### config.mk
export PLATFORM = sky130hd
export DESIGN_NAME = count_engine_arbiter_flat
export DESIGN_NICKNAME = d
export VERILOG_FILES = /design/src/rtl/count_engine_arbiter_if.sv /design/src/rtl/count_engine_arbiter.sv /design/src/flat_wrapper.sv
export SDC_FILE = /design/constraint.sdc
export NUM_CORES = 1
export LEC_CHECK = 0
export ABC_AREA = 1
export BUFFER_PORTS_ARGS = -buffer_cell sky130_fd_sc_hd__buf_2
export CAP_MARGIN = 25
export CORE_MARGIN = 5
export CORE_UTILIZATION = 55
export DETAILED_ROUTE_END_ITERATION = 10
export PLACE_DENSITY = 0.78
export SLEW_MARGIN = 5
export SYNTH_ARGS = -nofsm -noshare
export SYNTH_HDL_FRONTEND = slang
export SYNTH_SLANG_ARGS = --single-unit
export TNS_END_PERCENT = 50
### constraint.sdc
create_clock -name clk -period 4.76 [get_ports clk]
set_input_delay 0.238 -clock clk [delete_from_list [all_inputs] [get_ports clk]]
set_output_delay 0.238 -clock clk [all_outputs]
set_load 0.005 [all_outputs]
### src/rtl/count_engine_arbiter_if.sv
// Handshake bundle between two requesters, the count engine and the arbiter.
// The master modport is the requester/engine side and the slave modport is the arbiter side.
interface count_engine_arbiter_if;
  logic [1:0] req;
  logic       eng_ready;
  logic       eng_start;
  logic [1:0] gnt;
  logic [1:0] done;
  logic [1:0] err;
  logic       busy;

  modport master (
    output req, eng_ready,
    input  eng_start, gnt, done, err, busy
  );

  modport slave (
    input  req, eng_ready,
    output eng_start, gnt, done, err, busy
  );
endinterface

### src/rtl/count_engine_arbiter.sv
// Two-requester round-robin arbiter that owns a shared count engine.
// A watchdog aborts any transaction that waits on the engine for too long.
module count_engine_arbiter #(
  parameter int TIMEOUT  = 200,
  parameter int TO_WIDTH = 8
) (
  input  logic                  clk,
  input  logic                  rst,
  count_engine_arbiter_if.slave bus
);

  typedef enum logic [2:0] {
    IDLE      = 3'd0,
    GRANT     = 3'd1,
    WAIT_BUSY = 3'd2,
    WAIT_DONE = 3'd3,
    RELEASE   = 3'd4
  } state_t;

  localparam logic [TO_WIDTH-1:0] WD_ONE  = TO_WIDTH'(1);
  localparam logic [TO_WIDTH-1:0] WD_LAST = TO_WIDTH'(TIMEOUT - 1);

  state_t              state_r;
  state_t              state_s;
  logic                owner_r;
  logic                owner_s;
  logic                to_r;
  logic                to_s;
  logic                last_served_r;
  logic [TO_WIDTH-1:0] wd_r;
  logic [TO_WIDTH-1:0] wd_inc_s;
  logic                timeout_s;

  function automatic logic [1:0] onehot2(input logic sel);
    return sel ? 2'b10 : 2'b01;
  endfunction

  // The abort fires in the cycle whose increment would bring the watchdog to TIMEOUT-1.
  assign wd_inc_s  = wd_r + WD_ONE;
  assign timeout_s = (wd_inc_s == WD_LAST);

  // State, owner, timeout flag, fairness and watchdog registers
  always_ff @(posedge clk or posedge rst) begin
    if (rst) begin
      state_r       <= IDLE;
      owner_r       <= 1'b0;
      to_r          <= 1'b0;
      last_served_r <= 1'b1;
      wd_r          <= '0;
    end else begin
      state_r <= state_s;
      owner_r <= owner_s;
      to_r    <= to_s;
      case (state_r)
        RELEASE:              last_served_r <= owner_r;
        default:              last_served_r <= last_served_r;
      endcase
      case (state_r)
        WAIT_BUSY, WAIT_DONE: wd_r <= wd_inc_s;
        default:              wd_r <= '0;
      endcase
    end
  end

  // Next-state, owner selection and abort flag
  always_comb begin
    state_s = state_r;
    owner_s = owner_r;
    to_s    = to_r;
    case (state_r)
      IDLE: begin
        if (bus.req != 2'b00) begin
          state_s = GRANT;
          to_s    = 1'b0;
          if (bus.req == 2'b11) begin
            owner_s = ~last_served_r;
          end else begin
            owner_s = bus.req[1];
          end
        end else begin
          state_s = IDLE;
        end
      end
      GRANT: state_s = WAIT_BUSY;
      WAIT_BUSY: begin
        if (timeout_s) begin
          state_s = RELEASE;
          to_s    = 1'b1;
        end else if (!bus.eng_ready) begin
          state_s = WAIT_DONE;
        end else begin
          state_s = WAIT_BUSY;
        end
      end
      WAIT_DONE: begin
        if (timeout_s) begin
          state_s = RELEASE;
          to_s    = 1'b1;
        end else if (bus.eng_ready) begin
          state_s = RELEASE;
          to_s    = 1'b0;
        end else begin
          state_s = WAIT_DONE;
        end
      end
      RELEASE: state_s = IDLE;
      default: state_s = IDLE;
    endcase
  end

  // Moore outputs decoded from the state and owner registers only
  always_comb begin
    bus.eng_start = 1'b0;
    bus.gnt       = 2'b00;
    bus.done      = 2'b00;
    bus.err       = 2'b00;
    bus.busy      = 1'b1;
    case (state_r)
      IDLE: bus.busy = 1'b0;
      GRANT: begin
        bus.eng_start = 1'b1;
        bus.gnt       = onehot2(owner_r);
      end
      WAIT_BUSY, WAIT_DONE: bus.gnt = onehot2(owner_r);
      RELEASE: begin
        bus.gnt = onehot2(owner_r);
        if (to_r) begin
          bus.err = onehot2(owner_r);
        end else begin
          bus.done = onehot2(owner_r);
        end
      end
      default: bus.busy = 1'b0;
    endcase
  end

endmodule

### src/flat_wrapper.sv
// flat-port wrapper written by rule: the top's interface ports become plain ports
module count_engine_arbiter_flat 
#(
  parameter int TIMEOUT  = 200,
  parameter int TO_WIDTH = 8
)
  (clk, rst, bus_req, bus_eng_ready, bus_eng_start, bus_gnt, bus_done, bus_err, bus_busy);
  count_engine_arbiter_if bus_i ();
  input  logic clk;
  input  logic rst;
  input wire logic [$bits(bus_i.req)-1:0] bus_req;
  input wire logic [$bits(bus_i.eng_ready)-1:0] bus_eng_ready;
  output wire logic [$bits(bus_i.eng_start)-1:0] bus_eng_start;
  output wire logic [$bits(bus_i.gnt)-1:0] bus_gnt;
  output wire logic [$bits(bus_i.done)-1:0] bus_done;
  output wire logic [$bits(bus_i.err)-1:0] bus_err;
  output wire logic [$bits(bus_i.busy)-1:0] bus_busy;
  assign bus_i.req = bus_req;
  assign bus_i.eng_ready = bus_eng_ready;
  assign bus_eng_start = bus_i.eng_start;
  assign bus_gnt = bus_i.gnt;
  assign bus_done = bus_i.done;
  assign bus_err = bus_i.err;
  assign bus_busy = bus_i.busy;
  count_engine_arbiter #(.TIMEOUT(TIMEOUT), .TO_WIDTH(TO_WIDTH)) u_core (.clk(clk), .rst(rst), .bus(bus_i));
endmodule
==> results of run 1 <==
## cell usage in the layout (no fill, tap or decap)
cell	n
nand3_1	12
dfstp_2	1
nand2_1	26
inv_2	2
a21oi_1	2
clkbuf_4	3
xor2_1	2
nor2_2	2
nor3_1	4
nand2_2	2
nand3_2	1
nor2_1	19
inv_1	18
nand4_1	1
dlygate4sd3_1	1
buf_2	12
nand3b_1	1
ha_1	2
o21bai_2	1
nor2_4	1
dfrtp_1	13
o21ai_1	2
o21ai_0	1
clkbuf_8	1
## stage by stage
| step | instance area, um^2 | total power (uW) | cells | hold slack (ps) | util |
|---|---|---|---|---|---|
| detailed placement | 894.6 | 366.1 | 141 | 300.0 | 0.6153 |
| global route | 940.9 | 493.5 | 146 | 217.6 | 0.6472 |
| CTS | 940.9 | 452.1 | 146 | 198.7 | 0.6472 |
| floorplan | 819.5 | 309.5 | 114 | 126.5 | - |
| finish | 940.9 | 446.8 | 146 | 207.4 | 0.6472 |
| global placement | 894.6 | 358.1 | 141 | 293.5 | 0.6153 |
## cell families after synthesis
group | count (synthesis) | share of synthesized area
compound gates | 6 | 0.04427
xor+xnor | 2 | 0.02138
fa+ha+maj | 2 | 0.03053
buf+inv | 21 | 0.09770
flops | 14 | 0.4290
simple gates | 69 | 0.3771
## layout make-up
class,instances,share of cell area
sequential,14,0.3737
inverter,20,0.07979
clock buffer,4,0.03856
tap,16,0.02128
multi-input combinational,79,0.4122
timing repair buffer,13,0.07447
## flip-flops by register name, indices dropped and copies added (netlist names)
register,count
u_core.to_r,1
u_core.last_served_r,1
u_core.owner_r,1
u_core.state_r,3
u_core.wd_r,8
## timing repair
action | CTS | global route
hold buffers | 1 | 0
endpoints found under the hold margin | 7 | 0
setup endpoints to repair | 0 | 0
## power by group through the flow
| stage | clock network (uW) | logic, uW | registers, uW |
|---|---|---|---|
| floorplan | 0 | 130 | 179 |
| global placement | 0 | 173 | 186 |
| detailed placement | 0 | 179 | 187 |
| CTS | 86.7 | 181 | 185 |
| global route | 93.6 | 209 | 190 |
| finish | 84.1 | 177 | 185 |
## per-layer routing
metal | global-route usage | vias to the layer above | wire (um)
met2 | 0.2457 | 19 | 807
li1 | - | 384 | -
met5 | 0 | - | 0
met3 | 0.03067 | 2 | 82
met1 | 0.2070 | 326 | 747
met4 | 0.08072 | 0 | 21
## path summary, 6_finish.rpt
| path | startpoint | to | cells past startpoint |
|---|---|---|---|
| setup / recovery | u_core.state_r[2] | bus_gnt[0] | 6 |
| hold / removal | bus_req[1] | u_core.owner_r | 3 |
| setup reg to reg | u_core.wd_r[0] | u_core.to_r | 10 |
| hold reg to reg | u_core.last_served_r | u_core.last_served_r | 2 |
| max in group asynchronous | rst | u_core.last_served_r | 3 |
| min in group asynchronous | rst | u_core.owner_r | 3 |
## Yosys cell counts, drive strengths merged
library cell	n
nor2	22
inv	20
a21oi	2
ha	2
dfrtp	13
nand4	1
buf	1
o21bai	1
nor3	4
dfstp	1
nand3b	1
nand2	28
xor2	2
nand3	13
o21ai	3
## critical path: cells and delay by family (launching register included)
family	cells	cell delay, ps
flip-flops	1	410
buffers and inverters	3	410
AND/OR/NAND/NOR	3	460
==> qor.csv, run 1 <==
metric,value,unit
status,completed,
internal cell power,264.1,uW
Synth area leader,dfrtp_1,
number of setup violations in the final report,0,
CP max FO,11,
CTS root buf,clkbuf_4,
leakage,0.0004911,uW
PwrDens,474.8,nW/um^2
post-cts sizing count,0,
worst slew pin tran,535.5,ps
antenna violations before repair,0,
H-tree depth,1,
Worst Setup Start Kind,flip-flop,
DRT iter0 DRCs,28,
Overflow after GRT,0,
Filler cells,134,
Antenna diodes,0,
Worst R2R Setup Slack,3050,ps
switching share of total power,0.4088,
Residual DRC,0,
first-pass GRT wire length,2987,um
Mapped Area,819.5,um^2
clock network power share,0.188,
sequential area share after synthesis,0.4290,
syn_area_per_cell,7.189,um^2
Ports,13,
Setup CP Type,flip-flop to output port,
nets@finish,138,
Sequential cell area,351.6,um^2
maximum vdd drop,0.0002645,V
critical path's slowest cell,dfrtp_1,
Post-CTS Setup Repair Bufs,0,
Seq cells post-synth,14,
WP data required,4520,ps
Vias/cell,5.007,
RSZ-0062 raised after global routing,false,
pin count of the biggest net entering global routing,15,
Num CTS Buffers,3,
Via Count,731,
CP cell instances,"nor2_1, inv_1, nand3_1, inv_1, nor2_1, buf_2",
P&R area growth vs syn,14.81,%
CTS tree,yes,
Arrival @ worst endpoint,1550,ps
Clock transition at path regs,80,ps
Synth top area share,0.3969,
total wire length,1659,um
Initial Util,0.5637,
die area,2362,um^2
Final Skew,0.5851,ps
CP Capture Type,output port,
Ys Warns,0,
core area,1454,um^2
"Net Count, Synth",121,
RePlAce Congestion,0.8222,
sw power,182.7,uW
iteration count of the initial detailed-routing pass,4,
Max Cap Viol,0,
DP HPWL,1302,um
ranking of synthesized cells by area,"dfrtp_1, nand2_1, nor2_1, inv_1, nand3_1",
Die H,48.60,um
layout cells sized above 1,0.2000,
area of the multi-input gates,387.9,um^2
Gate Count Post-Synth,114,
Worst path max stage delay,410,ps
period utilization,0.3757,
vias in the first global route,690,
Tmin final,1788,ps
Final Hold Viols,0,
Avg WL per Cell,11.36,um
# port buffers,12,
Hold Path Class,input port to flip-flop,
share of power burned in registers,0.415,
Die W,48.60,um
Final ANT Viol Nets,0,
Clock Path Buffers,2,
max-slew violations,0,
worst setup margin,2972,ps
combinational fraction of design power,0.397,
Tot GR Track Use,0.1582,
sum of negative setup slack,0,ps
Worst-Skew Late Latency,270,ps
fmax,559.2,MHz
Place WS,3038,ps
CTS sink count,14,
max_slew headroom,0.6426,
num rows,14,
Unique masters post-synth,21,
Power figures use the tool's default switching activity.
==> inputs of run 2 (changes only) <==
ABC_AREA = 0   (was 1)
CORE_UTILIZATION = 53   (was 55)
PLACE_DENSITY = 0.76   (was 0.78)
clock period = 1.8 ns   (was 4.76 ns; I/O delays follow)
==> qor.csv, run 2 <==
metric,value,unit
"commonest non-fill, non-tap cell in the layout",dfrtp_1,
max-slew violations,0,
antenna violations before repair,0,
asr flop ratio synth,1.000,
Post-synth top flop,dfrtp_1,
pin count of the biggest net entering global routing,15,
CP top delay family,flip-flops,
Via Count,642,
iteration count of the initial detailed-routing pass,5,
top-count cell post-synth,dfrtp_1,
mux contribution to synthesized area,0,
Initial Util,0.5760,
Worst Setup Start Kind,flip-flop,
Mapped Area,768.2,um^2
worst hold slack,82.88,ps
fmax,631.5,MHz
first-pass GRT wire length,2359,um
Tmin final,1584,ps
Vias/cell,5.890,
Hold Path Class,input port to flip-flop,
Final Skew,4.615,ps
Sequential cell area,351.6,um^2
Die W,48.07,um
max_slew headroom,0.6570,
Final Non-Filler Cells,109,
vias in the first global route,578,
leakage,0.0003987,uW
# port buffers,12,
H-tree depth,1,
area of the multi-input gates,382.9,um^2
Worst path max stage delay,450,ps
Final ANT Viol Nets,0,
Clock transition at path regs,90,ps
Filler cells,118,
Synth Area in Simple Gates,0.2655,
Ys Warns,0,
Gate Count Post-Synth,79,
nets@finish,102,
Ports,13,
DRT iter0 DRCs,23,
PwrDens,1304,nW/um^2
WP data required,1980,ps
CP max FO,6,
Max Cap Viol,0,
die area,2311,um^2
Unique masters post-synth,32,
number of setup violations in the final report,0,
Setup CP Type,flip-flop to flip-flop,
layout cells sized above 1,0.2234,
Regs by FF count,"u_core.wd_r x8, u_core.state_r x3",
total wire length,1545,um
Num CTS Buffers,3,
ranking of synthesized cells by area,"dfrtp_1, xnor2_1, nor2_1, dfstp_2, nand2_1",
Die H,48.07,um
CP cell instances,"ha_1, xnor2_1, nor3b_2, o211ai_2, o31a_1",
Avg WL per Cell,14.17,um
Worst-Skew Late Latency,280,ps
most frequent cells in the layout,"dfrtp_1, buf_2, nor2_1, nand2_1, inv_1",
RSZ-0062 raised after global routing,false,
Tot GR Track Use,0.1468,
worst slew pin tran,514.0,ps
xor/xnor cell area share of the yosys netlist,0.07980,
RePlAce Congestion,0.7832,
critical path's slowest cell,dfrtp_1,
number of synthesized flops with an enable pin,0,
sequential area share after synthesis,0.4577,
Antenna diodes,0,
P&R area growth vs syn,14.33,%
CTS tree,yes,
Placed Cells incl. Taps,104,
CTS sink count,14,
"Net Count, Synth",86,
largest register by flop count,u_core.wd_r,
Place WS,249.9,ps
num rows,13,
core area,1334,um^2
period utilization,0.8798,
maximum vdd drop,0.0008354,V
largest family of logic cells by synthesized area,simple AND/OR/NAND/NOR gates,
Overflow after GRT,0,
CTS root buf,clkbuf_4,
Synth area leader,dfrtp_1,
area fraction in compound gates after synthesis,0.1205,
Seq cells post-synth,14,
DP HPWL,1134,um
Residual DRC,0,
Arrival @ worst endpoint,1760,ps
sum of negative setup slack,0,ps
most common library cells after synthesis,"dfrtp_1, nor2_1, nand2_1",
worst path buffer plus inverter count,0,
Clock Path Buffers,2,
Overall Power,1145,uW
worst setup margin,216.4,ps
Final Hold Viols,0,
Post-Synth Adder-Cell Area,0.03257,
Post-CTS Setup Repair Bufs,0,
syn_area_per_cell,9.725,um^2
status,completed,
max reg flops,8,
CP Capture Type,flip-flop,
Synth top area share,0.4235,
-- run 2: changes by cell type after synthesis, sizes merged, moves of 4 or more --
cell,before,now
xnor2,0,4
nand2,28,7
nor2,22,9
inv,20,5
nand3,13,5
-- run 2: metrics by stage --
step | area (um^2) | util
CTS | 878.3 | 0.6585
global route | 878.3 | 0.6585
detailed placement | 832.0 | 0.6238
floorplan | 768.2 | -
finish | 878.3 | 0.6585
global placement | 832.0 | 0.6238
-- run 2: path summary, 6_finish.rpt --
check	cells past startpoint	slack (ps)	startpoint	to
max in group asynchronous	3	1070	rst	u_core.last_served_r
worst max register to register	5	220	u_core.wd_r[0]	u_core.state_r[0]
worst min-delay path	2	80	bus_req[1]	u_core.owner_r
worst max-delay path	5	220	u_core.wd_r[0]	u_core.state_r[0]
min in group asynchronous	3	370	rst	u_core.state_r[0]
worst min register to register	2	470	u_core.last_served_r	u_core.last_served_r
-- run 2: logic make-up after synthesis --
logic type                 Yosys count
AOI/OAI and AO/OA                   12
DFF                                 14
xor gates and xnor gates             7
buffers and inverters                7
adders and majority gates            2
and+or+nand+nor                     37
-- run 2: where the power goes --
| part | switching (uW) | total [uW] | internal, uW |
|---|---|---|---|
| sequential | 114 | 516 | 402 |
| clock | 104 | 227 | 123 |
| combinational | 217 | 402 | 185 |
| total | 435 | 1150 | 710 |
-- run 2: routing by layer --
metal / GRT usage / up-vias / wire (um)
li1: - / 307 / -
met1: 0.1744 / 307 / 690
met2: 0.2586 / 23 / 726
met3: 0.02256 / 5 / 101
met4: 0.06452 / 0 / 26
met5: 0 / - / 0
-- run 2: what timing repair did --
action,in CTS,in global routing
endpoints found under the hold margin,13,0
hold buffers,1,0
resized for setup,0,0
-- run 2: layout make-up --
cell class                      instances  share of cell area
Multi-Input combinational cell         58              0.4359
Clock buffer                            4             0.04131
Inverter                                5             0.02137
Tap cell                               15             0.02137
Timing Repair Buffer                   13             0.07977
Sequential cell                        14              0.4003
==> inputs of run 3 (changes only) <==
MAX_ROUTING_LAYER = met4   (was default)
==> qor.csv, run 3 (synthesis gave the netlist of run 2 again) <==
metric,value,unit
worst hold slack,83.78,ps
sw power,434.0,uW
area of the multi-input gates,382.9,um^2
switching share of total power,0.3794,
DRT iter0 DRCs,23,
Initial Util,0.5760,
"commonest non-fill, non-tap cell in the layout",dfrtp_1,
Overflow after GRT,0,
iteration count of the initial detailed-routing pass,4,
DP HPWL,1134,um
Post-CTS Setup Repair Bufs,0,
die area,2311,um^2
WP data required,1980,ps
first-pass GRT wire length,2366,um
CP Capture Type,flip-flop,
P&R area growth vs syn,14.33,%
worst setup margin,219.5,ps
Worst-Skew Late Latency,280,ps
Filler cells,118,
pin count of the biggest net entering global routing,15,
worst slew pin tran,514.3,ps
sum of negative setup slack,0,ps
Place WS,249.9,ps
CP top delay family,flip-flops,
antenna violations before repair,0,
Worst path max stage delay,450,ps
Final ANT Viol Nets,0,
Tmin final,1581,ps
Via Count,640,
fmax,632.7,MHz
Placed Cells incl. Taps,104,
vias in the first global route,578,
Sequential cell area,351.6,um^2
CP max FO,6,
max reg flops,8,
hold buffer count at CTS,1,
H-tree depth,1,
Clock Path Buffers,2,
largest register by flop count,u_core.wd_r,
maximum vdd drop,0.0008353,V
total wire length,1531,um
Final Util,0.6585,
period utilization,0.8781,
Setup CP Type,flip-flop to flip-flop,
Die W,48.07,um
# port buffers,12,
Hold Path Class,input port to flip-flop,
Arrival @ worst endpoint,1760,ps
Clock transition at path regs,90,ps
most frequent cells in the layout,"dfrtp_1, buf_2, nor2_1, nand2_1, inv_1",
Max Cap Viol,0,
layout cells sized above 1,0.2234,
number of setup violations in the final report,0,
Die H,48.07,um
combinational fraction of design power,0.351,
core area,1334,um^2
Worst Setup Start Kind,flip-flop,
max_slew headroom,0.6568,
post-cts sizing count,0,
Antenna diodes,0,
CP cell instances,"ha_1, xnor2_1, nor3b_2, o211ai_2, o31a_1",
status,completed,
Ports,13,
Final Hold Viols,0,
Tot GR Track Use,0.1515,
Avg WL per Cell,14.05,um
Residual DRC,0,
CTS tree,yes,
critical path's slowest cell,dfrtp_1,
worst path buffer plus inverter count,0,
CTS root buf,clkbuf_4,
Vias/cell,5.872,
PwrDens,1302,nW/um^2
Regs by FF count,"u_core.wd_r x8, u_core.state_r x3",
RePlAce Congestion,0.7941,
internal cell power,709.9,uW
Num CTS Buffers,3,
num rows,13,
max-slew violations,0,
share of power burned in registers,0.451,
CTS sink count,14,
leakage,0.0003987,uW
Final Non-Filler Cells,109,
clock network power share,0.198,
Final Skew,4.584,ps
nets@finish,102,
RSZ-0062 raised after global routing,false,
==> run 3: per-stage QoR <==
step	power, uW	area (um^2)
after floorplan	793.6	768.2
after global placement	894.5	832.0
after detailed placement	914.6	832.0
after CTS	1144	878.3
after global routing	1217	878.3
final	1144	878.3
==> run 3: power by group through the flow <==
| stage | Combinational (uW) | Clock, uW | Sequential, uW |
|---|---|---|---|
| floorplan | 310 | 0 | 484 |
| global placement | 386 | 0 | 509 |
| detailed placement | 398 | 0 | 516 |
| CTS | 403 | 230 | 511 |
| global route | 450 | 242 | 525 |
| finish | 402 | 227 | 515 |
==> run 3: path summary, 6_finish.rpt <==
kind                                       from                   end  slack [ps]  cells after the start
min                                  bus_req[1]        u_core.owner_r          80                      2
max                              u_core.wd_r[0]     u_core.state_r[0]         220                      5
min reg2reg                u_core.last_served_r  u_core.last_served_r         470                      2
max in group asynchronous                   rst  u_core.last_served_r        1070                      3
max reg2reg                      u_core.wd_r[0]     u_core.state_r[0]         220                      5
min in group asynchronous                   rst     u_core.state_r[0]         380                      3
==> run 3: per-layer routing <==
layer,global-route usage,part of all wire,vias to the layer above
met1,0.1744,0.44,305
met3,0.02256,0.066,5
met4,0.06452,0.016,0
met5,-,0,-
li1,-,-,307
met2,0.2586,0.47,23
==> run 3: layout make-up <==
cell class | instances | share of cell area
Clock buffer | 4 | 0.04131
Inverter | 5 | 0.02137
Multi-Input combinational cell | 58 | 0.4359
Sequential cell | 14 | 0.4003
Tap cell | 15 | 0.02137
Timing Repair Buffer | 13 | 0.07977
